**src/rtl/mcpu_ctrl_pkg.sv**
```systemverilog
// rtl/mcpu_ctrl_pkg.sv - shared encodings for the MCPU multi-cycle control unit
package mcpu_ctrl_pkg;

  // Control states; the 4-bit code is also exported for debug display
  typedef enum logic [3:0] {
    S_IF  = 4'd0,
    S_ID  = 4'd1,
    S_MA  = 4'd2,
    S_MRD = 4'd3,
    S_WBM = 4'd4,
    S_MWR = 4'd5,
    S_EXR = 4'd6,
    S_WBR = 4'd7,
    S_BR  = 4'd8,
    S_J   = 4'd9,
    S_EXI = 4'd10,
    S_WBI = 4'd11,
    S_JAL = 4'd12,
    S_JR  = 4'd13,
    S_WBL = 4'd14
  } state_e;

  // Opcodes (instruction[31:26])
  localparam logic [5:0] OP_R    = 6'b000000;
  localparam logic [5:0] OP_LW   = 6'b100011;
  localparam logic [5:0] OP_SW   = 6'b101011;
  localparam logic [5:0] OP_BEQ  = 6'b000100;
  localparam logic [5:0] OP_BNE  = 6'b000101;
  localparam logic [5:0] OP_J    = 6'b000010;
  localparam logic [5:0] OP_JAL  = 6'b000011;
  localparam logic [5:0] OP_ADDI = 6'b001000;
  localparam logic [5:0] OP_ANDI = 6'b001100;
  localparam logic [5:0] OP_ORI  = 6'b001101;
  localparam logic [5:0] OP_SLTI = 6'b001010;
  localparam logic [5:0] OP_LUI  = 6'b001111;

  // R-type function codes (instruction[5:0])
  localparam logic [5:0] FN_ADD = 6'b100000;
  localparam logic [5:0] FN_SUB = 6'b100010;
  localparam logic [5:0] FN_AND = 6'b100100;
  localparam logic [5:0] FN_OR  = 6'b100101;
  localparam logic [5:0] FN_XOR = 6'b100110;
  localparam logic [5:0] FN_NOR = 6'b100111;
  localparam logic [5:0] FN_SLT = 6'b101010;
  localparam logic [5:0] FN_SRL = 6'b000010;
  localparam logic [5:0] FN_JR  = 6'b001000;

  // ALU operation codes
  localparam logic [2:0] ALU_AND = 3'b000;
  localparam logic [2:0] ALU_OR  = 3'b001;
  localparam logic [2:0] ALU_ADD = 3'b010;
  localparam logic [2:0] ALU_XOR = 3'b011;
  localparam logic [2:0] ALU_NOR = 3'b100;
  localparam logic [2:0] ALU_SRL = 3'b101;
  localparam logic [2:0] ALU_SUB = 3'b110;
  localparam logic [2:0] ALU_SLT = 3'b111;

  // Datapath select encodings
  localparam logic [1:0] PCS_ALU   = 2'b00;
  localparam logic [1:0] PCS_OUT   = 2'b01;
  localparam logic [1:0] PCS_JUMP  = 2'b10;
  localparam logic [1:0] PCS_RA    = 2'b11;

  localparam logic [1:0] SRCB_B    = 2'b00;
  localparam logic [1:0] SRCB_4    = 2'b01;
  localparam logic [1:0] SRCB_IMM  = 2'b10;
  localparam logic [1:0] SRCB_BOFS = 2'b11;

  localparam logic [1:0] RD_RT     = 2'b00;
  localparam logic [1:0] RD_RD     = 2'b01;
  localparam logic [1:0] RD_RA     = 2'b10;

  localparam logic [1:0] M2R_ALU   = 2'b00;
  localparam logic [1:0] M2R_MDR   = 2'b01;
  localparam logic [1:0] M2R_PC    = 2'b10;
  localparam logic [1:0] M2R_LUI   = 2'b11;

  // What kind of ALU operation the current state asks for
  localparam logic [2:0] CLS_NONE = 3'd0;
  localparam logic [2:0] CLS_ADD  = 3'd1;
  localparam logic [2:0] CLS_SUB  = 3'd2;
  localparam logic [2:0] CLS_FUNC = 3'd3;
  localparam logic [2:0] CLS_IMM  = 3'd4;

  // R-type ALU functions handled by EXR (jr is dispatched separately)
  function automatic logic is_alu_func(input logic [5:0] fn);
    case (fn)
      FN_ADD, FN_SUB, FN_AND, FN_OR, FN_XOR,
      FN_NOR, FN_SLT, FN_SRL: is_alu_func = 1'b1;
      default:                is_alu_func = 1'b0;
    endcase
  endfunction

endpackage

```
**src/rtl/mcpu_alu_dec.sv**
```systemverilog
// rtl/mcpu_alu_dec.sv - ALU operation and immediate-extension decode
module mcpu_alu_dec
  import mcpu_ctrl_pkg::*;
(
  input  logic [2:0] alu_cls_i,
  input  logic [5:0] op_i,
  input  logic [5:0] func_i,
  output logic [2:0] alu_ctrl_o,
  output logic       imm_zext_o
);

  // Pick the ALU operation from the state class, then from Func or OP
  always_comb begin
    alu_ctrl_o = ALU_AND;
    imm_zext_o = 1'b0;
    case (alu_cls_i)
      CLS_ADD: alu_ctrl_o = ALU_ADD;
      CLS_SUB: alu_ctrl_o = ALU_SUB;
      CLS_FUNC: begin
        case (func_i)
          FN_ADD:  alu_ctrl_o = ALU_ADD;
          FN_SUB:  alu_ctrl_o = ALU_SUB;
          FN_AND:  alu_ctrl_o = ALU_AND;
          FN_OR:   alu_ctrl_o = ALU_OR;
          FN_XOR:  alu_ctrl_o = ALU_XOR;
          FN_NOR:  alu_ctrl_o = ALU_NOR;
          FN_SLT:  alu_ctrl_o = ALU_SLT;
          FN_SRL:  alu_ctrl_o = ALU_SRL;
          default: alu_ctrl_o = ALU_AND;
        endcase
      end
      CLS_IMM: begin
        case (op_i)
          OP_ADDI: alu_ctrl_o = ALU_ADD;
          OP_ANDI: begin
            alu_ctrl_o = ALU_AND;
            imm_zext_o = 1'b1;
          end
          OP_ORI: begin
            alu_ctrl_o = ALU_OR;
            imm_zext_o = 1'b1;
          end
          OP_SLTI: alu_ctrl_o = ALU_SLT;
          default: alu_ctrl_o = ALU_ADD;
        endcase
      end
      default: alu_ctrl_o = ALU_AND;
    endcase
  end

endmodule

```
**src/rtl/mcpu_ctrl.sv**
```systemverilog
// rtl/mcpu_ctrl.sv - multi-cycle MIPS control FSM with combinational output decode
module mcpu_ctrl
  import mcpu_ctrl_pkg::*;
(
  input  logic       clk,
  input  logic       rst,
  input  logic [5:0] OP,
  input  logic [5:0] Func,
  input  logic       zero,
  input  logic       MIO_ready,
  output logic [3:0] state,
  output logic       MemRead,
  output logic       MemWrite,
  output logic       IorD,
  output logic       IRWrite,
  output logic       PCWrite,
  output logic [1:0] PCSource,
  output logic       ALUSrcA,
  output logic [1:0] ALUSrcB,
  output logic       ImmZext,
  output logic [2:0] ALU_Control,
  output logic       RegWrite,
  output logic [1:0] RegDst,
  output logic [1:0] MemtoReg
);

  state_e     state_q;
  state_e     state_d;
  logic [2:0] alu_cls;
  logic       mem_write_c;
  logic       ir_write_c;
  logic       pc_write_c;
  logic       reg_write_c;

  // State register; reset returns to fetch without waiting for a clock
  always_ff @(posedge clk or posedge rst) begin
    if (rst) state_q <= S_IF;
    else     state_q <= state_d;
  end

  // Next-state: fetch/memory states hold on MIO_ready, ID dispatches on OP/Func
  always_comb begin
    state_d = S_IF;
    case (state_q)
      S_IF:  state_d = MIO_ready ? S_ID : S_IF;
      S_ID: begin
        case (OP)
          OP_R: begin
            if (Func == FN_JR)         state_d = S_JR;
            else if (is_alu_func(Func)) state_d = S_EXR;
            else                        state_d = S_IF;
          end
          OP_LW, OP_SW:                      state_d = S_MA;
          OP_BEQ, OP_BNE:                    state_d = S_BR;
          OP_J:                              state_d = S_J;
          OP_JAL:                            state_d = S_JAL;
          OP_ADDI, OP_ANDI, OP_ORI, OP_SLTI: state_d = S_EXI;
          OP_LUI:                            state_d = S_WBL;
          default:                           state_d = S_IF;
        endcase
      end
      S_MA: begin
        if (OP == OP_LW)      state_d = S_MRD;
        else if (OP == OP_SW) state_d = S_MWR;
        else                  state_d = S_IF;
      end
      S_MRD: state_d = MIO_ready ? S_WBM : S_MRD;
      S_MWR: state_d = MIO_ready ? S_IF : S_MWR;
      S_EXR: state_d = S_WBR;
      S_EXI: state_d = S_WBI;
      default: state_d = S_IF;
    endcase
  end

  // Moore output decode, with IRWrite/PCWrite qualified by ready or branch outcome
  always_comb begin
    MemRead     = 1'b0;
    mem_write_c = 1'b0;
    IorD        = 1'b0;
    ir_write_c  = 1'b0;
    pc_write_c  = 1'b0;
    PCSource    = PCS_ALU;
    ALUSrcA     = 1'b0;
    ALUSrcB     = SRCB_B;
    alu_cls     = CLS_NONE;
    reg_write_c = 1'b0;
    RegDst      = RD_RT;
    MemtoReg    = M2R_ALU;
    case (state_q)
      S_IF: begin
        MemRead    = 1'b1;
        ALUSrcB    = SRCB_4;
        alu_cls    = CLS_ADD;
        ir_write_c = MIO_ready;
        pc_write_c = MIO_ready;
      end
      S_ID: begin
        ALUSrcB = SRCB_BOFS;
        alu_cls = CLS_ADD;
      end
      S_MA: begin
        ALUSrcA = 1'b1;
        ALUSrcB = SRCB_IMM;
        alu_cls = CLS_ADD;
      end
      S_MRD: begin
        MemRead = 1'b1;
        IorD    = 1'b1;
      end
      S_WBM: begin
        reg_write_c = 1'b1;
        MemtoReg    = M2R_MDR;
      end
      S_MWR: begin
        mem_write_c = 1'b1;
        IorD        = 1'b1;
      end
      S_EXR: begin
        ALUSrcA = 1'b1;
        alu_cls = CLS_FUNC;
      end
      S_WBR: begin
        reg_write_c = 1'b1;
        RegDst      = RD_RD;
      end
      S_BR: begin
        ALUSrcA    = 1'b1;
        alu_cls    = CLS_SUB;
        PCSource   = PCS_OUT;
        pc_write_c = (OP == OP_BEQ) ? zero : ~zero;
      end
      S_J: begin
        PCSource   = PCS_JUMP;
        pc_write_c = 1'b1;
      end
      S_EXI: begin
        ALUSrcA = 1'b1;
        ALUSrcB = SRCB_IMM;
        alu_cls = CLS_IMM;
      end
      S_WBI: reg_write_c = 1'b1;
      S_JAL: begin
        reg_write_c = 1'b1;
        RegDst      = RD_RA;
        MemtoReg    = M2R_PC;
        PCSource    = PCS_JUMP;
        pc_write_c  = 1'b1;
      end
      S_JR: begin
        PCSource   = PCS_RA;
        pc_write_c = 1'b1;
      end
      S_WBL: begin
        reg_write_c = 1'b1;
        MemtoReg    = M2R_LUI;
      end
      default: ;
    endcase
  end

  mcpu_alu_dec u_alu_dec (
    .alu_cls_i  (alu_cls),
    .op_i       (OP),
    .func_i     (Func),
    .alu_ctrl_o (ALU_Control),
    .imm_zext_o (ImmZext)
  );

  // Architectural write enables are held off for the whole reset pulse
  assign RegWrite = reg_write_c & ~rst;
  assign MemWrite = mem_write_c & ~rst;
  assign PCWrite  = pc_write_c  & ~rst;
  assign IRWrite  = ir_write_c  & ~rst;
  assign state    = state_q;

endmodule

```
**config.mk**
```make
export PLATFORM = sky130hd
export DESIGN_NAME = mcpu_ctrl
export DESIGN_NICKNAME = d
export VERILOG_FILES = /design/src/rtl/mcpu_ctrl_pkg.sv /design/src/rtl/mcpu_alu_dec.sv /design/src/rtl/mcpu_ctrl.sv
export SDC_FILE = /design/constraint.sdc
export NUM_CORES = 1
export LEC_CHECK = 0
export CAP_MARGIN = 20
export CORE_ASPECT_RATIO = 0.9
export CORE_MARGIN = 2
export CORE_UTILIZATION = 35
export CTS_CLUSTER_SIZE = 16
export DETAILED_ROUTE_END_ITERATION = 16
export GPL_ROUTABILITY_DRIVEN = 0
export PLACE_DENSITY = 0.67
export RECOVER_POWER = 50
export SKIP_LAST_GASP = 1
export SLEW_MARGIN = 20
export SYNTH_ARGS = -nofsm -noshare
export SYNTH_HDL_FRONTEND = slang
export SYNTH_HIERARCHICAL = 1
export SYNTH_SLANG_ARGS = --single-unit
```
**constraint.sdc**
```tcl
create_clock -name clk -period 4.3 [get_ports clk]
set_input_delay 0.86 -clock clk [delete_from_list [all_inputs] [get_ports clk]]
set_output_delay 0.86 -clock clk [all_outputs]
set_load 0.02 [all_outputs]
```
==> results.txt <==
The run finished with clean final reports. The average cell area after synthesis works out to 6.721 µm². The logs give 299 for the total of fill cells in the finished design and 0.04839 mV for the peak supply drop. The fraction of power consumed by combinational cells is 52.3%. The post-route netlist has 10.87% of its cells at a drive strength greater than 1.

The tool flagged a number of max-cap violations equal to 0. Summing the areas of all and, or, nand and nor instances in the mapped netlist gives 48.43% of the synthesized area. Relative to the synthesized area, the layout overhead comes to 42.64%. For this block, wires on met1 add up to 1409 µm. TritonCTS built the clock tree.

The count of cells resized by post-cts repair came out at 0. For the maximum clock skew at final layout, the log shows 0.004208 ns. The path type of the worst setup path was in2out.

The tools report the wire length after detailed routing as 2952 µm. The run gives 3.17 ns as the critical path data arrival time. After synthesis, the cell types taking the most area are sky130_fd_sc_hd__dfrtp_1 (10%), sky130_fd_sc_hd__nor2_1 (7.5%), sky130_fd_sc_hd__nand2_1 (5.3%). The hold buffer count at cts came out at 0. The die is 54.58 µm tall. After global routing the overflow that remains totals 0. The count of mapped cells out of synthesis is 148. In the detailed route, the total length drawn on met3 is 73 µm.

The total area inside the core boundary comes to 2725 µm². The synthesized netlist contains 50 unique library cells. Net switching is 37.92% of the power.

Proportion of power drawn by the clock network: 24.1%. The cell row count came out at 18. The most used flip-flop cell after synthesis is sky130_fd_sc_hd__dfrtp_1. Summed over all nets, the switching power comes to 0.07241 mW. The die boundary width is 60.20 µm. The tightest min-delay check is of the reg2reg type. Timing analysis after detailed placement gives a worst setup slack of 0.2470 ns.

The register with the most flip-flops in the layout has 4 of them. Register bit count reported by yosys: 4. The tools report the starting density of the core as 36.50%. In this run the clock root is driven by a sky130_fd_sc_hd__clkbuf_4. The synthesized netlist devotes 1.006% of its cell area to adder and majority cells.

The clock-pin slew of the registers on the worst-case setup and hold paths was 0.04 ns. For the final routed database, the setup TNS stands at 0 ns. The fraction of the mapped netlist area in compound gates works out to 28.18%. After detailed routing, the number of vias per cell comes to 5.478. The number of global-route vias before repair is 1080, and the number of endpoints with negative hold slack in the final report is 0. Dividing the final minimum period by the clock period gives 93.75%. In this run the count of I/O pins placed on the die edge is 39. Entering global routing, the biggest net connects 19 pins. The required time reported for the critical path endpoint was 3.44 ns; the leakage power was 0.5452 nW. Sequential cells were found to cover 10.06% of the synthesized design area. STA classifies the critical path endpoint as a primary output. Static timing analysis puts the maximum clock frequency at 248.1 MHz. In this run the top signal layer used is met4. The buffer count from post-CTS setup fixing is 0. The number of nets handed over by synthesis was 164.

Max-slew violation total from the final report: 0. The detailed-routed wire length on met2 is 1453 µm. Across all setup checks in the final design, the least slack found is 0.2688 ns. The area share of xor/xnor cells in the synthesized design was 4.403%; the later-pin clock latency in the skew report was 0.23 ns. In this run the remaining antenna-violating nets after routing total 0. The count of buffers from port buffering is 38. The count of inserted antenna diode cells was 0. In this run the tightest slew margin relative to its limit is 66.98%. For this run, design rule violations remaining after detail routing come to 0. Setup repair after global routing left no endpoint under its margin. The post-detailed-route wirelength per cell was 13.18 µm; the first-pass GRT wire length was 4919 µm. The final critical path time including I/O delays and setup is 4.031 ns, and the total via count after detailed routing is 1227. In this run the worst path has a maximum fanout of 7. The biggest area contributor in the post-synthesis netlist is sky130_fd_sc_hd__dfrtp_1.

The share of total power in sequential cells was 23.6%; the overall routing resource usage was 19.43%. Dominant combinational cell family by area after synthesis: simple AND/OR/NAND/NOR gates. For the pin with the worst max-slew slack, the measured transition is 0.4952 ns. Cell internal power was estimated by the tool at 0.1185 mW. Setup violations remaining at the end of the flow were counted as 0. For this run, asynchronously set or reset flops after synthesis account for 100.0%. Power spread over the standard cell area amounts to 134.6 nW/µm². The initial antenna violation count is 0, and the multiplexer share of the synthesized area is 1.132%. The logs give 2 for the buffer depth of the longest clock path and 1 for the total number of H-tree levels.

Yosys printed 6 warnings. The number of clock sinks came out at 4. The HPWL after detailed placement is 2283 µm. The share of synthesized area in the top cell type comes to 10.06%. The detailed router finished its first iteration with 29 violations. The number of flops mapped to enable cells by yosys came out at 0. After synthesis the cells add up to 994.7 µm². Number of buffers inserted during clock tree synthesis: 3. At the end of the flow, the number of nets in the layout was 202. The area of the die came out at 3285 µm². The count of TritonRoute iterations in the first routing pass came out at 4. Type of origin of the critical path: an input pin.
## layout by cell type (no fill, tap or decap), types with 4 or more instances in the layout
cell,n
sky130_fd_sc_hd__clkdlybuf4s50_1,29
sky130_fd_sc_hd__nor2_1,20
sky130_fd_sc_hd__nand2_1,14
sky130_fd_sc_hd__a21oi_1,9
sky130_fd_sc_hd__dlygate4sd3_1,9
sky130_fd_sc_hd__inv_1,7
sky130_fd_sc_hd__or2_2,6
sky130_fd_sc_hd__nand2b_1,6
sky130_fd_sc_hd__xor2_1,5
sky130_fd_sc_hd__nor2b_1,4
sky130_fd_sc_hd__a21o_1,4
sky130_fd_sc_hd__or3_1,4
sky130_fd_sc_hd__nor3b_1,4
sky130_fd_sc_hd__or3b_2,4
sky130_fd_sc_hd__dfrtp_1,4
sky130_fd_sc_hd__nand3_1,4
## routing by layer
metal	up-vias	global-route usage (%)
met5	-	0
met4	0	5.556
met3	2	1.418
met2	25	32.07
met1	573	27.09
li1	627	-
## synthesized netlist by cell type (4+ instances only)
| master | n |
|---|---|
| sky130_fd_sc_hd__a21o_1 | 4 |
| sky130_fd_sc_hd__a21oi_1 | 9 |
| sky130_fd_sc_hd__clkbuf_1 | 4 |
| sky130_fd_sc_hd__dfrtp_1 | 4 |
| sky130_fd_sc_hd__inv_1 | 7 |
| sky130_fd_sc_hd__nand2_1 | 14 |
| sky130_fd_sc_hd__nand2b_1 | 6 |
| sky130_fd_sc_hd__nand3_1 | 4 |
| sky130_fd_sc_hd__nor2_1 | 20 |
| sky130_fd_sc_hd__nor2b_1 | 4 |
| sky130_fd_sc_hd__nor3b_1 | 4 |
| sky130_fd_sc_hd__or2_2 | 6 |
| sky130_fd_sc_hd__or3_1 | 4 |
| sky130_fd_sc_hd__or3b_2 | 4 |
| sky130_fd_sc_hd__xor2_1 | 5 |
## final timing paths
check                      slack (ns)                from                 end  cells after the start
max                              0.27               OP[5]             PCWrite                      6
min                              0.85  state[3]$_DFF_PP0_  state[2]$_DFF_PP0_                      2
max reg2reg                      2.50  state[2]$_DFF_PP0_  state[0]$_DFF_PP0_                      4
min reg2reg                      0.85  state[3]$_DFF_PP0_  state[2]$_DFF_PP0_                      2
max in group asynchronous        3.07                 rst  state[0]$_DFF_PP0_                      2
min in group asynchronous        1.08                 rst  state[1]$_DFF_PP0_                      2
## final cells by class
type,instances,area (µm²),share of cell area [%]
timing repair buffer,41,402.9,28.40
tap,40,50.05,3.527
clock buffer,3,22.52,1.587
sequential,4,100.1,7.055
multi-input combinational,129,817.0,57.58
inverter,7,26.28,1.852
## logic make-up (layout without fill, tap and decap cells)
family / Yosys count / after routing
compound gates: 38 / 38
simple gates: 84 / 84
mux: 1 / 1
fa+ha+maj: 1 / 1
xor+xnor: 5 / 5
buf+inv: 15 / 51
flops: 4 / 4
## per-stage QoR
stage               power (mW)  hold WS [ns]  cells  cell area (µm²)  utilization [%]
floorplan               0.1019        0.6261    148            994.7                -
global placement        0.1450        0.8280    221             1406            51.61
detailed placement      0.1471        0.8459    221             1406            51.61
CTS                     0.1958        0.8412    224             1429            52.43
global route            0.2050        0.9007    224             1419            52.07
finish                  0.1909        0.8455    224             1419            52.07
## critical path, cell delays in order
cell	delay (ns)
sky130_fd_sc_hd__clkdlybuf4s50_1	0.49
sky130_fd_sc_hd__or4_1	0.52
sky130_fd_sc_hd__o21ai_1	0.14
sky130_fd_sc_hd__a32oi_1	0.14
sky130_fd_sc_hd__a2111oi_2	0.36
sky130_fd_sc_hd__clkdlybuf4s50_1	0.66
## power by group through the flow
stage / Clock (mW) / Combinational, mW / Sequential, mW
floorplan: 0 / 0.0582 / 0.0437
detailed placement: 0 / 0.101 / 0.0456
global route: 0.0505 / 0.109 / 0.0460
global placement: 0 / 0.0996 / 0.0454
finish: 0.0460 / 0.0999 / 0.0450
CTS: 0.0487 / 0.102 / 0.0452
Note: power is estimated with default switching activity, not from simulation.
